==> src/rtl/i2c_slave_rx.sv <==
// Oversampled I2C receive slave: START/STOP detect, 7-bit address match, ACK drive, byte strobes.
// Define I2C_SLAVE_RX_GLITCH_FILTER_EN to add a 3-sample run filter on SCL/SDA (+2 cycles latency).
module i2c_slave_rx #(
  parameter logic [6:0]  SLAVE_ADDR  = 7'h50,
  parameter int unsigned SYNC_STAGES = 2
) (
  input  logic       clk,
  input  logic       reset_n,
  input  logic       scl_in,
  input  logic       sda_in,
  output logic       sda_oe,
  output logic [7:0] rx_data,
  output logic       rx_valid,
  output logic       rx_rw,
  output logic       addr_match,
  output logic       busy,
  output logic       start_det,
  output logic       stop_det,
  output logic [7:0] byte_count
);

  typedef enum logic [2:0] {
    ST_IDLE, ST_ADDR, ST_ADDR_ACK, ST_DATA, ST_DATA_ACK, ST_IGNORE
  } state_t;

  // Index 1 carries SCL, index 0 carries SDA through identical conditioning chains.
  logic [1:0] line_raw;
  logic [1:0] line_s;
  assign line_raw = {scl_in, sda_in};

  generate
    for (genvar gi = 0; gi < 2; gi++) begin : g_line
      logic [SYNC_STAGES-1:0] sync_reg;

      always_ff @(posedge clk or negedge reset_n) begin
        if (!reset_n) sync_reg <= '1;
        else          sync_reg <= {sync_reg[SYNC_STAGES-2:0], line_raw[gi]};
      end

`ifdef I2C_SLAVE_RX_GLITCH_FILTER_EN
      logic       sync_out;
      logic [1:0] hist_reg;
      logic       filt_reg;
      logic       filt_next;

      assign sync_out = sync_reg[SYNC_STAGES-1];

      // Output follows the input only once three consecutive samples agree.
      always_comb begin
        filt_next = filt_reg;
        if ((sync_out == hist_reg[0]) && (hist_reg[0] == hist_reg[1]))
          filt_next = sync_out;
      end

      always_ff @(posedge clk or negedge reset_n) begin
        if (!reset_n) begin
          hist_reg <= 2'b11;
          filt_reg <= 1'b1;
        end else begin
          hist_reg <= {hist_reg[0], sync_out};
          filt_reg <= filt_next;
        end
      end

      assign line_s[gi] = filt_next;
`else
      assign line_s[gi] = sync_reg[SYNC_STAGES-1];
`endif
    end
  endgenerate

  logic scl_s, sda_s;
  logic scl_prev_reg, sda_prev_reg;
  logic scl_rise, scl_fall;
  logic start_cond, stop_cond;

  assign scl_s = line_s[1];
  assign sda_s = line_s[0];

  always_ff @(posedge clk or negedge reset_n) begin
    if (!reset_n) begin
      scl_prev_reg <= 1'b1;
      sda_prev_reg <= 1'b1;
    end else begin
      scl_prev_reg <= scl_s;
      sda_prev_reg <= sda_s;
    end
  end

  assign scl_rise   = scl_s & ~scl_prev_reg;
  assign scl_fall   = ~scl_s & scl_prev_reg;
  assign start_cond = scl_s & sda_prev_reg & ~sda_s;
  assign stop_cond  = scl_s & ~sda_prev_reg & sda_s;

  state_t     state_reg, state_next;
  logic [2:0] bit_cnt_reg;
  logic [7:0] shift_reg;
  logic [7:0] byte_in;
  logic       last_bit;

  logic       sda_oe_reg;
  logic [7:0] rx_data_reg;
  logic       rx_valid_reg;
  logic       rx_rw_reg;
  logic       addr_match_reg;
  logic       busy_reg;
  logic       start_det_reg;
  logic       stop_det_reg;
  logic [7:0] byte_count_reg;

  logic shift_en, addr_hit, data_done, ack_on, ack_off;

  assign byte_in  = {shift_reg[6:0], sda_s};
  assign last_bit = (bit_cnt_reg == 3'd0);

  always_ff @(posedge clk or negedge reset_n) begin
    if (!reset_n) state_reg <= ST_IDLE;
    else          state_reg <= state_next;
  end

  // Bus conditions take priority over every state transition.
  always_comb begin
    state_next = state_reg;
    if (stop_cond) begin
      state_next = ST_IDLE;
    end else if (start_cond) begin
      state_next = ST_ADDR;
    end else begin
      case (state_reg)
        ST_ADDR:
          if (scl_rise && last_bit)
            state_next = (byte_in[7:1] == SLAVE_ADDR) ? ST_ADDR_ACK : ST_IGNORE;
        ST_DATA:
          if (scl_rise && last_bit) state_next = ST_DATA_ACK;
        ST_ADDR_ACK, ST_DATA_ACK:
          if (scl_fall && sda_oe_reg) state_next = ST_DATA;
        default: ;
      endcase
    end
  end

  // In the ACK states sda_oe itself marks whether the window has opened yet.
  always_comb begin
    shift_en  = 1'b0;
    addr_hit  = 1'b0;
    data_done = 1'b0;
    ack_on    = 1'b0;
    ack_off   = 1'b0;
    if (!start_cond && !stop_cond) begin
      case (state_reg)
        ST_ADDR: begin
          shift_en = scl_rise;
          addr_hit = scl_rise && last_bit && (byte_in[7:1] == SLAVE_ADDR);
        end
        ST_DATA: begin
          shift_en  = scl_rise;
          data_done = scl_rise && last_bit;
        end
        ST_ADDR_ACK, ST_DATA_ACK: begin
          ack_on  = scl_fall && !sda_oe_reg;
          ack_off = scl_fall && sda_oe_reg;
        end
        default: ;
      endcase
    end
  end

  always_ff @(posedge clk or negedge reset_n) begin
    if (!reset_n) begin
      bit_cnt_reg    <= 3'd7;
      shift_reg      <= 8'h00;
      sda_oe_reg     <= 1'b0;
      rx_data_reg    <= 8'h00;
      rx_valid_reg   <= 1'b0;
      rx_rw_reg      <= 1'b0;
      addr_match_reg <= 1'b0;
      busy_reg       <= 1'b0;
      start_det_reg  <= 1'b0;
      stop_det_reg   <= 1'b0;
      byte_count_reg <= 8'h00;
    end else begin
      start_det_reg <= start_cond;
      stop_det_reg  <= stop_cond;
      rx_valid_reg  <= data_done;
      if (stop_cond) begin
        busy_reg       <= 1'b0;
        addr_match_reg <= 1'b0;
        sda_oe_reg     <= 1'b0;
      end else if (start_cond) begin
        busy_reg       <= 1'b1;
        addr_match_reg <= 1'b0;
        sda_oe_reg     <= 1'b0;
        bit_cnt_reg    <= 3'd7;
      end else begin
        if (shift_en) begin
          shift_reg   <= byte_in;
          bit_cnt_reg <= bit_cnt_reg - 3'd1;
        end
        if (addr_hit) begin
          rx_rw_reg      <= byte_in[0];
          byte_count_reg <= 8'h00;
          addr_match_reg <= 1'b1;
        end
        if (data_done) begin
          rx_data_reg <= byte_in;
          if (byte_count_reg != 8'hFF) byte_count_reg <= byte_count_reg + 8'd1;
        end
        if (ack_on) sda_oe_reg <= 1'b1;
        if (ack_off) begin
          sda_oe_reg  <= 1'b0;
          bit_cnt_reg <= 3'd7;
        end
      end
    end
  end

  assign sda_oe     = sda_oe_reg;
  assign rx_data    = rx_data_reg;
  assign rx_valid   = rx_valid_reg;
  assign rx_rw      = rx_rw_reg;
  assign addr_match = addr_match_reg;
  assign busy       = busy_reg;
  assign start_det  = start_det_reg;
  assign stop_det   = stop_det_reg;
  assign byte_count = byte_count_reg;

endmodule

==> config.mk <==
export PLATFORM = sky130hd
export DESIGN_NAME = i2c_slave_rx
export DESIGN_NICKNAME = d
export VERILOG_FILES = /design/src/rtl/i2c_slave_rx.sv
export SDC_FILE = /design/constraint.sdc
export NUM_CORES = 1
export LEC_CHECK = 0
export ABC_CLOCK_PERIOD_IN_PS = 3300
export BUFFER_PORTS_ARGS = -buffer_cell sky130_fd_sc_hd__buf_2
export CAP_MARGIN = 30
export CORE_AREA = 2 2 43 85
export CTS_CLUSTER_SIZE = 12
export DETAILED_ROUTE_END_ITERATION = 8
export DIE_AREA = 0 0 45 87
export GPL_TIMING_DRIVEN = 0
export PLACE_DENSITY = 0.79
export SLEW_MARGIN = 25
export SYNTH_ARGS = -nofsm -noshare
export SYNTH_HDL_FRONTEND = slang
export SYNTH_SLANG_ARGS = --single-unit
==> constraint.sdc <==
create_clock -name clk -period 3.3 [get_ports clk]
set_clock_uncertainty 0.05 [all_clocks]
set_input_delay 0.33 -clock clk [delete_from_list [all_inputs] [get_ports clk]]
set_output_delay 0.33 -clock clk [all_outputs]
set_load 0.02 [all_outputs]
---- Yosys cells after proc, flatten, opt, wreduce, memory -nomap -nowiden ----
Cells that the tools add are included.
storage, ports and cells
  bits of input ports ..................... 4
  logic and storage cells ................. 93
  output and inout port bits .............. 23
  bits in registers ....................... 42
cells by class
  equal/unequal tests ..................... 9
  add/subtract/negate cells ............... 2
  bitwise gates (word level) .............. 12
  mux-type cells .......................... 32
  reduce and logical (&&, ||, !) cells .... 22
operators with widths
  operator                                                            number
  3-bit 2-to-1 mux                                                    9
  8-bit 2-to-1 mux                                                    3
  1-bit 2-to-1 mux                                                    19
  4-bit != test, second input constant                                3
  3-bit one-hot mux with 3 select lines                               1
  3-bit AND reduction                                                 3
  8-bit by 1-bit adder with 8-bit output, second input constant       1
  8-bit != test, second input constant                                1
  7-bit == test, second input constant                                1
  1-bit bitwise AND                                                   6
  3-bit by 2-bit == test with 1-bit output, second input constant     2
  1-bit inverter                                                      6
  3-bit nonzero test                                                  2
  1-bit logical AND                                                   5
  5-bit nonzero test                                                  1
  2-bit AND reduction                                                 2
  4-bit AND reduction                                                 1
  4-bit nonzero test                                                  1
  2-bit OR reduction                                                  2
  3-bit by 1-bit == test with 1-bit output, second input constant     1
  3-bit == test, second input constant                                1
  1-bit zero test                                                     3
  3-bit zero test                                                     1
  3-bit by 1-bit subtractor with 3-bit output, second input constant  1
  2-bit nonzero test                                                  1

---- Longest topological paths before layout ----
Gate-level depths: netlist of the first run.
  depth after elaboration ................. 10
  mapped depth ............................ 8
  gate-level depth less buffers ........... 6

---- Worst setup path before layout of the first run ----
No wires, ideal clock.
  path kind ............................... register to register
  from .................................... reg bit_cnt_reg[0]
  to ...................................... reg byte_count_reg[7], in the netlist byte_count[7]
  cell stages (with the launch flop) ...... 9
  required time ........................... 3.119 ns
  period minus slack after synthesis ...... 1.792 ns
  path slack .............................. 1.508 ns
  buffers on the path ..................... 2
  setup time .............................. 0.131 ns
  data arrival time ....................... 1.611 ns
  path through ............................ dfstp_2 > inv_1 > ha_1 > and2b_2 > and4_2 > buf_4 > buf_6 > nand4_1 > o211ai_1
on the way
  cells in the longest elaborated chain, start to end .. 8
  elaborated cells on any way between the ends .. 10
  those cells by class .................... mux (7); reduce/logical (3)
RTL lines
  element                 line      text
  start, declared         96        logic [2:0] bit_cnt_reg;
  start signal, assigned  197       bit_cnt_reg <= bit_cnt_reg - 3'd1;
  3-bit zero test (*)     114       assign last_bit = (bit_cnt_reg == 3'd0);
  1-bit logical AND (*)   153, 157
  1-bit logical AND       153       addr_hit = scl_rise && last_bit && (byte_in[7:1] == SLAVE_ADDR);
  1-bit 2-to-1 mux        150       case (state_reg)
  1-bit 2-to-1 mux        149       if (!start_cond && !stop_cond) begin
  8-bit 2-to-1 mux        199       if (addr_hit) begin
  8-bit 2-to-1 mux        206       if (byte_count_reg != 8'hFF) byte_count_reg <= byte_count_reg + 8'd1;
  8-bit 2-to-1 mux (*)    204       if (data_done) begin
  end signal, assigned    206
  end, declared           109       logic [7:0] byte_count_reg;
Every way passes the cells marked *; elsewhere a longest branch is shown, timed or not.
A chain may end at the register's enable or synchronous reset.

---- Worst setup path after layout of the first run ----
Ends and elaborated chain as after synthesis.

==> impl_metrics.csv, run 1 <==
group,metric,value,unit
outcome,status,"finished clean",
min_path,hp-start,"sda_in",
logic_synthesis,yosysUniqueCellTypes,43,
die,ios,27,
final_layout,post-route-util,0.6727,
logic_synthesis,ys_ff_latch,42,
critical_path,start_kind,"register",
pwr,sw_frac_of_total,0.2327,
die,num_rows,30,
clock_network,cts.repair.resized,0,
routing,firstDrtPassIters,4,
pwr,seqPwrFrac,0.545,
pwr,p_clk_frac,0.377,
min_path,hold_depth,1,
critical_path,worstPathMaxFanout,7,
global_route,grt_pass1_wl,5.844,mm
critical_path,critPathCaptureType,"register",
timing,rsz0062_at_grt,"false",
die,fp.coreArea,3303,um^2
global_route,grt_max_degree,43,
logic_synthesis,synth.top_cell.area_share,0.4336,
die,die_area,3915,um^2
die,die_height,87,um
die,start_util,0.5765,
clock_network,clock_latency,290,ps
clock_network,clockRootBuffer,"clkbuf_8",
critical_path,r2r_slack,1370,ps
pwr,p_int,804.5,uW
logic_synthesis,yosys_warnings,0,
routing,remaining_drc_errors,0,
timing,setup_viol_count_final,0,
logic_synthesis,synth_nets,192,
placed_design,gp_congestion,0.8213,
timing,slew-limit-headroom,0.6830,
critical_path,crit_type,"reg -> reg",
pwr,switchingPower,244.0,uW
logic_synthesis,synth_area,1904,um^2
logic_synthesis,postSynthAreaPerCell,10.29,um^2
timing,fmax,518.9,MHz
global_route,grt_pass1_vias,1307,
routing,routed_wl,3.440,mm
logic_synthesis,yosysTopAreaCell,"dfrtp_1",
pwr,power_frac_comb,0.078,
pwr,p_per_area,471.8,nW/um^2
final_layout,areaGrowthSynthToFinish,16.69,%
placed_design,placed_cells,243,
timing,tightest_slew,475.4,ps
pwr,total_leakage_power,0.001189,uW
timing,drv_slew,0,
timing,period_needed,1927,ps
timing,whs,80.13,ps
pwr,ir_worst_vdd,0.3444,mV
global_route,antenna_found_initial,0,
critical_path,rr_endpoint,"byte_count[7]",
global_route,gr-usage-all-layers,0.2044,
routing,ant_nets,0,
critical_path,rr_worst_depth,7,
critical_path,cp.required,3460,ps
clock_network,clockBufferDepth,2,
global_route,grt-ovfl-total,0,
clock_network,numCtsBuffers,5,
logic_synthesis,synth_area_leaders,"dfrtp_1 (43%), dfstp_2 (12%), nand2_1 (10%)",
routing,routedWlPerCell,13.60,um
clock_network,cts_hold_buf,0,
timing,hold_viol_final,0,
critical_path,r2r_start,"bit_cnt_reg[0]",
die,die_x,45,um
clock_network,cts_max_level,2,
placed_design,dp_hpwl,2.471,mm
clock_network,clk_pin_slew,70,ps
timing,period_share,0.5840,
clock_network,cts_tree,"done",
final_layout,final_cells,253,
clock_network,clock_sinks,42,
final_layout,n_antenna_cell,0,
logic_synthesis,yosysSeqAreaShare,0.5578,
timing,final.setup.tns,0,ps
min_path,min_path_type,"in -> reg",
critical_path,arrival,2090,ps
routing,num_vias,1407,
flow_run,max_cap_viol_count,0,
routing,vias_per_cell,5.561,
clock_network,cts_setup_buffers,0,
min_path,min_to,"g_line[0].sync_reg[0]",
placed_design,numPortBuffers,26,
logic_synthesis,syn_inst,185,
routing,first_iter_violations,29,
final_layout,final_nets,227,
final_layout,drive_above_1_share,0.2760,
## placed cells by master, fill, tap and decap left out, types with 2 or more instances in the layout
cell type  count
o21ai_0        3
inv_1          7
o211a_1        2
o21a_1         2
nand2_1       53
xor2_1         3
and4_2         2
or3_1          2
nor3b_1        2
and3_1         3
dfrtp_1       33
buf_6          2
buf_2         30
dfstp_2        9
nor2_1         5
ha_1           3
o22ai_1        2
a221oi_1       2
nand3_1        8
a21oi_1        7
nor4_1         3
o211ai_1       3
clkbuf_8       5
xnor2_1        2
nand4_1        4
## synthesized netlist by cell type, drive strengths merged
cell and number:
o2bb2ai 1, mux2i 1, and3 3, a211oi 1
nand4 4, or3 3, inv 7, nor4b 1
buf 7, nand3 8, nand3b 1, xor2 3
and4 3, nor3b 2, a21boi 1, o211a 2
o211ai 3, a221oi 2, dfrtp 33, nand2 54
o21ai 3, a21oi 7, xnor2 3, nor3 1
clkbuf 1, nor4 3, and2 1, mux2 1
nor2 5, a41oi 1, and4bb 2, ha 3
o22ai 2, o21a 2, and2b 1, dfstp 9
## per-layer routing
| metal | up-vias | share of wire | global-route usage | wire length, um |
|---|---|---|---|---|
| met5 | - | 0 | 0 | 0 |
| met4 | 0 | 0.022 | 0.08824 | 74 |
| met3 | 6 | 0.034 | 0.04772 | 118 |
| met2 | 25 | 0.54 | 0.3468 | 1849 |
| met1 | 667 | 0.41 | 0.2358 | 1398 |
| li1 | 709 | - | - | - |
## kinds of logic after synthesis
kind of cell               share of synthesized area
adders and majority gates                    0.01971
and+or+nand+nor                               0.2424
xor gates and xnor gates                     0.03154
muxes                                        0.01314
DFF                                           0.5578
buffers and inverters                        0.04271
AOI/OAI and AO/OA                            0.09264
## metrics by stage
step / power (uW) / cell area (um^2) / worst slack (ps)
global route: 1087 / 2222 / 1305
CTS: 1054 / 2185 / 1367
floorplan: 627.4 / 1904 / 1508
finish: 1048 / 2222 / 1373
detailed placement: 658.7 / 2074 / 1398
global placement: 653.2 / 2074 / 1422
## layout make-up
type | count | area, um^2
Tap cell | 32 | 40.04
Clock buffer | 6 | 72.57
Fill cell | 284 | 1081
Clock inverter | 2 | 37.54
Multi-Input combinational cell | 128 | 760.7
Sequential cell | 42 | 1062
Buffer | 8 | 55.05
Inverter | 7 | 26.28
Timing Repair Buffer | 28 | 167.7
## power by group through the flow
stage | Combinational [uW] | Sequential [uW] | Clock [uW]
after floorplan | 49.7 | 578 | 0
after CTS | 78.5 | 571 | 404
after global placement | 74.4 | 579 | 0
after detailed placement | 77.6 | 581 | 0
after global routing | 93.8 | 577 | 416
final | 81.6 | 571 | 395
## worst max-delay path, stage by stage, from the launching register on
cell and delay [ps]:
dfstp_2 540, inv_1 60, ha_1 190, and2b_2 250, and4_2 240, buf_4 150, o2bb2ai_2 170, o211ai_1 190
## worst max path at each step
| stage | from | end | slack (ps) | cells past startpoint |
|---|---|---|---|---|
| after CTS | bit_cnt_reg[0] | byte_count[7] | 1370 | 7 |
| after detailed placement | bit_cnt_reg[0] | byte_count[7] | 1400 | 8 |
| after global routing | bit_cnt_reg[0] | byte_count[1] | 1300 | 7 |
| after global placement | bit_cnt_reg[0] | byte_count[7] | 1420 | 7 |
| after floorplan | bit_cnt_reg[0] | byte_count[7] | 1510 | 8 |
| final | bit_cnt_reg[0] | byte_count[7] | 1370 | 7 |
Power figures use the tool's default switching activity.
==> run 2: changes to the inputs <==
Settings changed: ABC_AREA from default to 1, ABC_CLOCK_PERIOD_IN_PS 3300 to 1700, CORE_AREA 2 2 43 85 to 2 2 47 93, DIE_AREA 0 0 45 87 to 0 0 49 95, PLACE_DENSITY 0.79 to 0.7.
Clock period 3.3 ns to 1.7 ns, I/O delays scaled along.
==> impl_metrics.csv, run 2 <==
group,metric,value,unit
outcome,status,"finished clean",
critical_path,arrival,1740,ps
logic_synthesis,syn_inst,212,
logic_synthesis,synth-simple-area-share,0.2675,
timing,period_needed,1627,ps
timing,layout_setup_ws,72.89,ps
logic_synthesis,synth_fa_ha_area_frac,0.01948,
placed_design,place_worst_setup_slack,-34.49,ps
final_layout,final_cells,305,
routing,routedWlPerCell,11.39,um
logic_synthesis,synth.top_cell.area_share,0.4286,
critical_path,rr_worst_depth,8,
final_layout,final_cell_area,2332,um^2
critical_path,cp.required,1820,ps
logic_synthesis,synth_top_family_by_area,"simple AND/OR/NAND/NOR gates",
routing,wl_met1,1.419,mm
logic_synthesis,synth_area_leaders,"dfrtp_1 (43%), dfstp_2 (12%), nand2_1 (9.9%)",
placed_design,placed_cells,290,
die,ios,27,
final_layout,final_common_cell,"nand2_1",
logic_synthesis,yosysSeqAreaShare,0.5513,
routing,remaining_drc_errors,0,
pwr,total_leakage_power,0.001218,uW
clock_network,clk_pin_slew,80,ps
min_path,min_to,"g_line[1].sync_reg[1]",
final_layout,post-route-util,0.5823,
routing,routed_wl,3.475,mm
placed_design,gp_congestion,0.8234,
final_layout,n_antenna_cell,0,
logic_synthesis,synth_ff_type,"dfrtp_1",
final_layout,drive_above_1_share,0.2688,
logic_synthesis,synth_nets,219,
logic_synthesis,synth_area,1927,um^2
timing,period_share,0.9571,
logic_synthesis,synth_common_cells,"nand2_1 (51), dfrtp_1 (33), inv_1 (29)",
die,die_x,49,um
die,die_area,4655,um^2
die,die_height,95,um
timing,hold_viol_final,0,
routing,vias_per_cell,4.898,
clock_network,numCtsBuffers,5,
routing,ant_nets,0,
final_layout,final_cell_mix,"nand2_1 (49), dfrtp_1 (33), inv_1 (29)",
die,fp.coreArea,4005,um^2
critical_path,worstPathMaxFanout,10,
critical_path,crit_type,"reg -> reg",
global_route,grt_pass1_wl,6.099,mm
logic_synthesis,synthMuxAreaShare,0,
logic_synthesis,yosysUniqueCellTypes,28,
critical_path,r2r_slack,70,ps
routing,routed-wl-met2,1.858,mm
min_path,min_path_type,"reg -> reg",
logic_synthesis,synthArstFlopShare,1.000,
global_route,grt_max_degree,43,
pwr,ir_worst_vdd,0.8165,mV
global_route,grt-ovfl-total,0,
routing,num_vias,1494,
placed_design,dp_hpwl,2.534,mm
final_layout,areaGrowthSynthToFinish,21.04,%
global_route,grt_pass1_vias,1488,
placed_design,numPortBuffers,26,
flow_run,max_cap_viol_count,0,
logic_synthesis,synth_most_common_cell,"nand2_1",
routing,wl_met3,113,um
routing,routed.top_layer,"met4",
logic_synthesis,ys_ff_latch,42,
timing,drv_slew,0,
clock_network,clock_sinks,42,
clock_network,clock_latency,290,ps
clock_network,cts_tree,"done",
logic_synthesis,synth_compound_area_frac,0.07597,
critical_path,rr_endpoint,"shift_reg[5]",
global_route,antenna_found_initial,0,
timing,fmax,614.6,MHz
clock_network,clockRootBuffer,"clkbuf_8",
final_layout,final_nets,259,
min_path,hp-start,"g_line[1].sync_reg[0]",
global_route,gr-usage-all-layers,0.1696,
clock_network,cts_max_level,2,
routing,firstDrtPassIters,4,
timing,tightest_slew,510.1,ps
routing,first_iter_violations,36,
die,start_util,0.4811,
pwr,p_per_area,904.4,nW/um^2
logic_synthesis,synth-xor-area-share,0.01364,
timing,slew-limit-headroom,0.6599,
critical_path,start_kind,"register",
clock_network,clockBufferDepth,2,
critical_path,r2r_start,"g_line[0].sync_reg[1]",
logic_synthesis,yosysTopAreaCell,"dfrtp_1",
placed_design,dpl-instance-area,2122,um^2
logic_synthesis,postSynthAreaPerCell,9.089,um^2
timing,final.setup.tns,0,ps
logic_synthesis,synth-edff-count,0,
min_path,hold_depth,0,
die,num_rows,33,
timing,setup_viol_count_final,0,
critical_path,critPathCaptureType,"register",
logic_synthesis,yosys_warnings,0,
-- run 2: area by class of cell --
class	count	area, um^2
flip-flops and latches	42	1062
clock inverters	2	13.76
inverters	32	122.6
fillers	377	1673
well taps	52	65.06
multi-input cells	136	784.5
clock buffers	6	72.57
repair buffers	33	192.7
plain buffers	2	18.77
-- run 2: per-stage QoR --
stage / hold slack [ps] / power, uW
floorplan: -175.6 / 1406
global placement: 225.4 / 1473
detailed placement: 229.2 / 1495
CTS: 309.0 / 2127
global route: 310.6 / 2240
finish: 307.2 / 2109
-- run 2: report_power, final --
part / internal (uW) / switching [uW]
clock network: 289 / 323
registers: 1120 / 71.5
logic: 105 / 197
total: 1520 / 591
-- run 2: kinds of logic after synthesis --
family / Yosys count
compound gates: 27
xor+xnor: 3
fa+ha+maj: 3
buf+inv: 34
flops: 42
simple gates: 103
-- run 2: what timing repair did --
item                                   in CTS  in global routing
pin swaps                                   0                  3
buffers inserted                            0                  4
endpoints found under the hold margin      35                  0
hold buffers                                3                  0
gates cloned                                0                  0
resized for setup                           2                 10
setup endpoints to repair                   7                 21
-- run 2: worst max-delay path by stage --
stage                           from       endpoint  slack (ps)  cells after the start
5_1_grt        g_line[0].sync_reg[1]   shift_reg[5]          -3                      7
6_report       g_line[0].sync_reg[1]   shift_reg[5]          70                      8
2_1_floorplan          byte_count[0]  byte_count[7]         180                      8
4_1_cts               bit_cnt_reg[0]  byte_count[1]           5                      9
3_5_place_dp   g_line[0].sync_reg[1]  byte_count[1]         -30                      7
3_3_place_gp   g_line[0].sync_reg[1]  byte_count[3]          -5                      7
-- run 2: routing by layer --
layer | up-vias | GRT usage
li1 | 754 | -
met1 | 699 | 0.1762
met2 | 33 | 0.3196
met3 | 8 | 0.03956
met4 | 0 | 0.07143
met5 | - | 0
-- run 2: worst max-delay path: stages, from the launching register on --
cell,delay [ps]
dfstp_2,580
inv_2,80
nand3_4,90
nand2_4,90
inv_4,130
nand3_4,120
clkbuf_4,200
nand2_1,60
o21ai_0,80
==> run 3: changes to the inputs <==
--- a/config.mk
+++ b/config.mk
@@ -8,11 +8,11 @@
 export ABC_AREA = 1
-export ABC_CLOCK_PERIOD_IN_PS = 1700
+export ABC_CLOCK_PERIOD_IN_PS = 1800
 export BUFFER_PORTS_ARGS = -buffer_cell sky130_fd_sc_hd__buf_2
 export CAP_MARGIN = 30
-export CORE_AREA = 2 2 47 93
+export CORE_AREA = 2 2 45 88
 export CTS_CLUSTER_SIZE = 12
 export DETAILED_ROUTE_END_ITERATION = 8
-export DIE_AREA = 0 0 49 95
+export DIE_AREA = 0 0 47 90
 export GPL_TIMING_DRIVEN = 0
-export PLACE_DENSITY = 0.7
+export PLACE_DENSITY = 0.74
 export SLEW_MARGIN = 25
==> constraint.sdc (replaced) <==
create_clock -name clk -period 1.8 [get_ports clk]
set_clock_uncertainty 0.05 [all_clocks]
set_input_delay 0.27 -clock clk [delete_from_list [all_inputs] [get_ports clk]]
set_output_delay 0.27 -clock clk [all_outputs]
set_load 0.02 [all_outputs]
==> impl_metrics.csv, run 3 (synthesis results as in run 2) <==
group,metric,value,unit
outcome,status,"finished clean",
timing,period_needed,1646,ps
flow_run,max_cap_viol_count,0,
critical_path,arrival,1810,ps
clock_network,clockBufferDepth,2,
critical_path,critPathSlowestCell,"dfstp_2",
clock_network,cts_tree,"done",
die,start_util,0.5400,
clock_network,numCtsBuffers,5,
pwr,p_clk_frac,0.332,
critical_path,crit_type,"reg -> reg",
clock_network,clock_sinks,42,
timing,fmax,607.6,MHz
pwr,p_per_area,914.8,nW/um^2
pwr,p_int,1543,uW
timing,tightest_slew,425.5,ps
final_layout,drive_above_1_share,0.2570,
final_layout,n_antenna_cell,0,
min_path,hp-start,"scl_in",
clock_network,cts_max_level,2,
routing,routedWlPerCell,12.19,um
pwr,total_power,2087,uW
die,die_area,4230,um^2
timing,period_share,0.9144,
critical_path,critical_path_depth,8,
critical_path,critPathBufInv,1,
critical_path,r2r_start,"sda_prev_reg",
final_layout,post-route-util,0.6392,
placed_design,dpl-instance-area,2118,um^2
die,die_x,47,um
routing,first_iter_violations,41,
critical_path,start_kind,"register",
timing,rsz0062_at_grt,"false",
pwr,seqPwrFrac,0.539,
timing,whs,18.31,ps
clock_network,clk_pin_slew,70,ps
placed_design,numPortBuffers,26,
min_path,min_path_type,"in -> reg",
critical_path,cp.required,1970,ps
placed_design,gp_congestion,0.8586,
clock_network,clockRootBuffer,"clkbuf_8",
global_route,grt_max_degree,43,
routing,firstDrtPassIters,4,
placed_design,dp_hpwl,2.722,mm
final_layout,final_nets,255,
global_route,gr-usage-all-layers,0.2027,
pwr,switchingPower,543.5,uW
timing,slew-limit-headroom,0.7153,
die,fp.coreArea,3568,um^2
routing,vias_per_cell,4.966,
routing,num_vias,1480,
timing,drv_slew,0,
final_layout,final_common_cell,"nand2_1",
clock_network,clock_latency,290,ps
pwr,total_leakage_power,0.001216,uW
timing,hold_viol_final,0,
routing,remaining_drc_errors,0,
min_path,hold_depth,1,
critical_path,rr_worst_depth,8,
routing,ant_nets,0,
critical_path,critPathMaxStageDelay,540,ps
pwr,power_frac_comb,0.129,
die,num_rows,31,
critical_path,critPathLaunch,"sda_prev_reg",
pwr,sw_frac_of_total,0.2605,
global_route,grt-ovfl-total,0,
global_route,grt_pass1_wl,6.320,mm
timing,setup_viol_count_final,0,
final_layout,areaGrowthSynthToFinish,18.38,%
die,ios,27,
critical_path,critPathTopFamily,"simple AND/OR/NAND/NOR gates",
final_layout,final_cell_mix,"nand2_1 (50), dfrtp_1 (33), inv_1 (29)",
die,die_height,90,um
global_route,antenna_found_initial,0,
global_route,grt_pass1_vias,1457,
critical_path,critPathCaptureType,"register",
pwr,ir_worst_vdd,0.8368,mV
critical_path,worstPathMaxFanout,9,
routing,routed_wl,3.632,mm
critical_path,cp_cell_sequence,"inv_1 > nand3_1 > nand2_4 > nor2_8 > nand2_4 > nor2_4 > nand3_1 > o21ai_0",
timing,final.setup.tns,0,ps
final_layout,final_cell_area,2281,um^2
==> run 3: cell types whose count changed in the layout (fill, tap and decap cells not counted), moves of 2 or more <==
| cell | previous run | this run |
|---|---|---|
| dlygate4sd3_1 | 3 | 1 |
| clkbuf_8 | 5 | 8 |
| nand3_4 | 4 | 2 |
| buf_4 | 5 | 1 |
| buf_2 | 25 | 27 |
==> run 3: per-stage QoR <==
step | worst slack (ps) | cells
floorplan | 278.4 | 212
global placement | 82.04 | 287
detailed placement | 62.83 | 287
CTS | 45.50 | 295
global route | 0.4921 | 298
finish | 154.1 | 298
==> run 3: area by class of cell <==
class | count | area (um^2)
buffer | 2 | 16.27
clock buffer | 8 | 110.1
fill | 317 | 1287
inverter | 32 | 122.6
multi-input combinational | 136 | 740.7
sequential | 42 | 1062
tap | 49 | 61.31
timing repair buffer | 29 | 167.7
==> run 3: worst paths after layout <==
| path | end | slack [ps] |
|---|---|---|
| max | byte_count[3] | 150 |
| min | g_line[1].sync_reg[0] | 20 |
| max reg2reg | byte_count[3] | 150 |
| min reg2reg | g_line[0].sync_reg[1] | 310 |
| max in group asynchronous | g_line[0].sync_reg[1] | 880 |
| min in group asynchronous | addr_match | 310 |
==> run 3: power by group through the flow <==
stage / Clock [uW] / Sequential (uW) / Combinational [uW]
detailed placement: 0 / 1140 / 267
global route: 756 / 1140 / 316
floorplan: 0 / 1140 / 193
finish: 692 / 1120 / 270
global placement: 0 / 1140 / 259
CTS: 715 / 1120 / 269
==> run 3: metal layers <==
| metal | wire [um] | up-vias | global-route usage |
|---|---|---|---|
| li1 | - | 743 | - |
| met1 | 1377 | 701 | 0.2245 |
| met2 | 2044 | 28 | 0.3436 |
| met3 | 119 | 8 | 0.04819 |
| met4 | 91 | 0 | 0.08796 |
| met5 | 0 | - | 0 |
==> run 3: what timing repair did <==
item	4_1_cts	5_1_grt
hold endpoints to repair	0	9
resized for setup	0	3
endpoints found under the setup margin	0	7
hold buffers	0	1
setup buffers	0	1
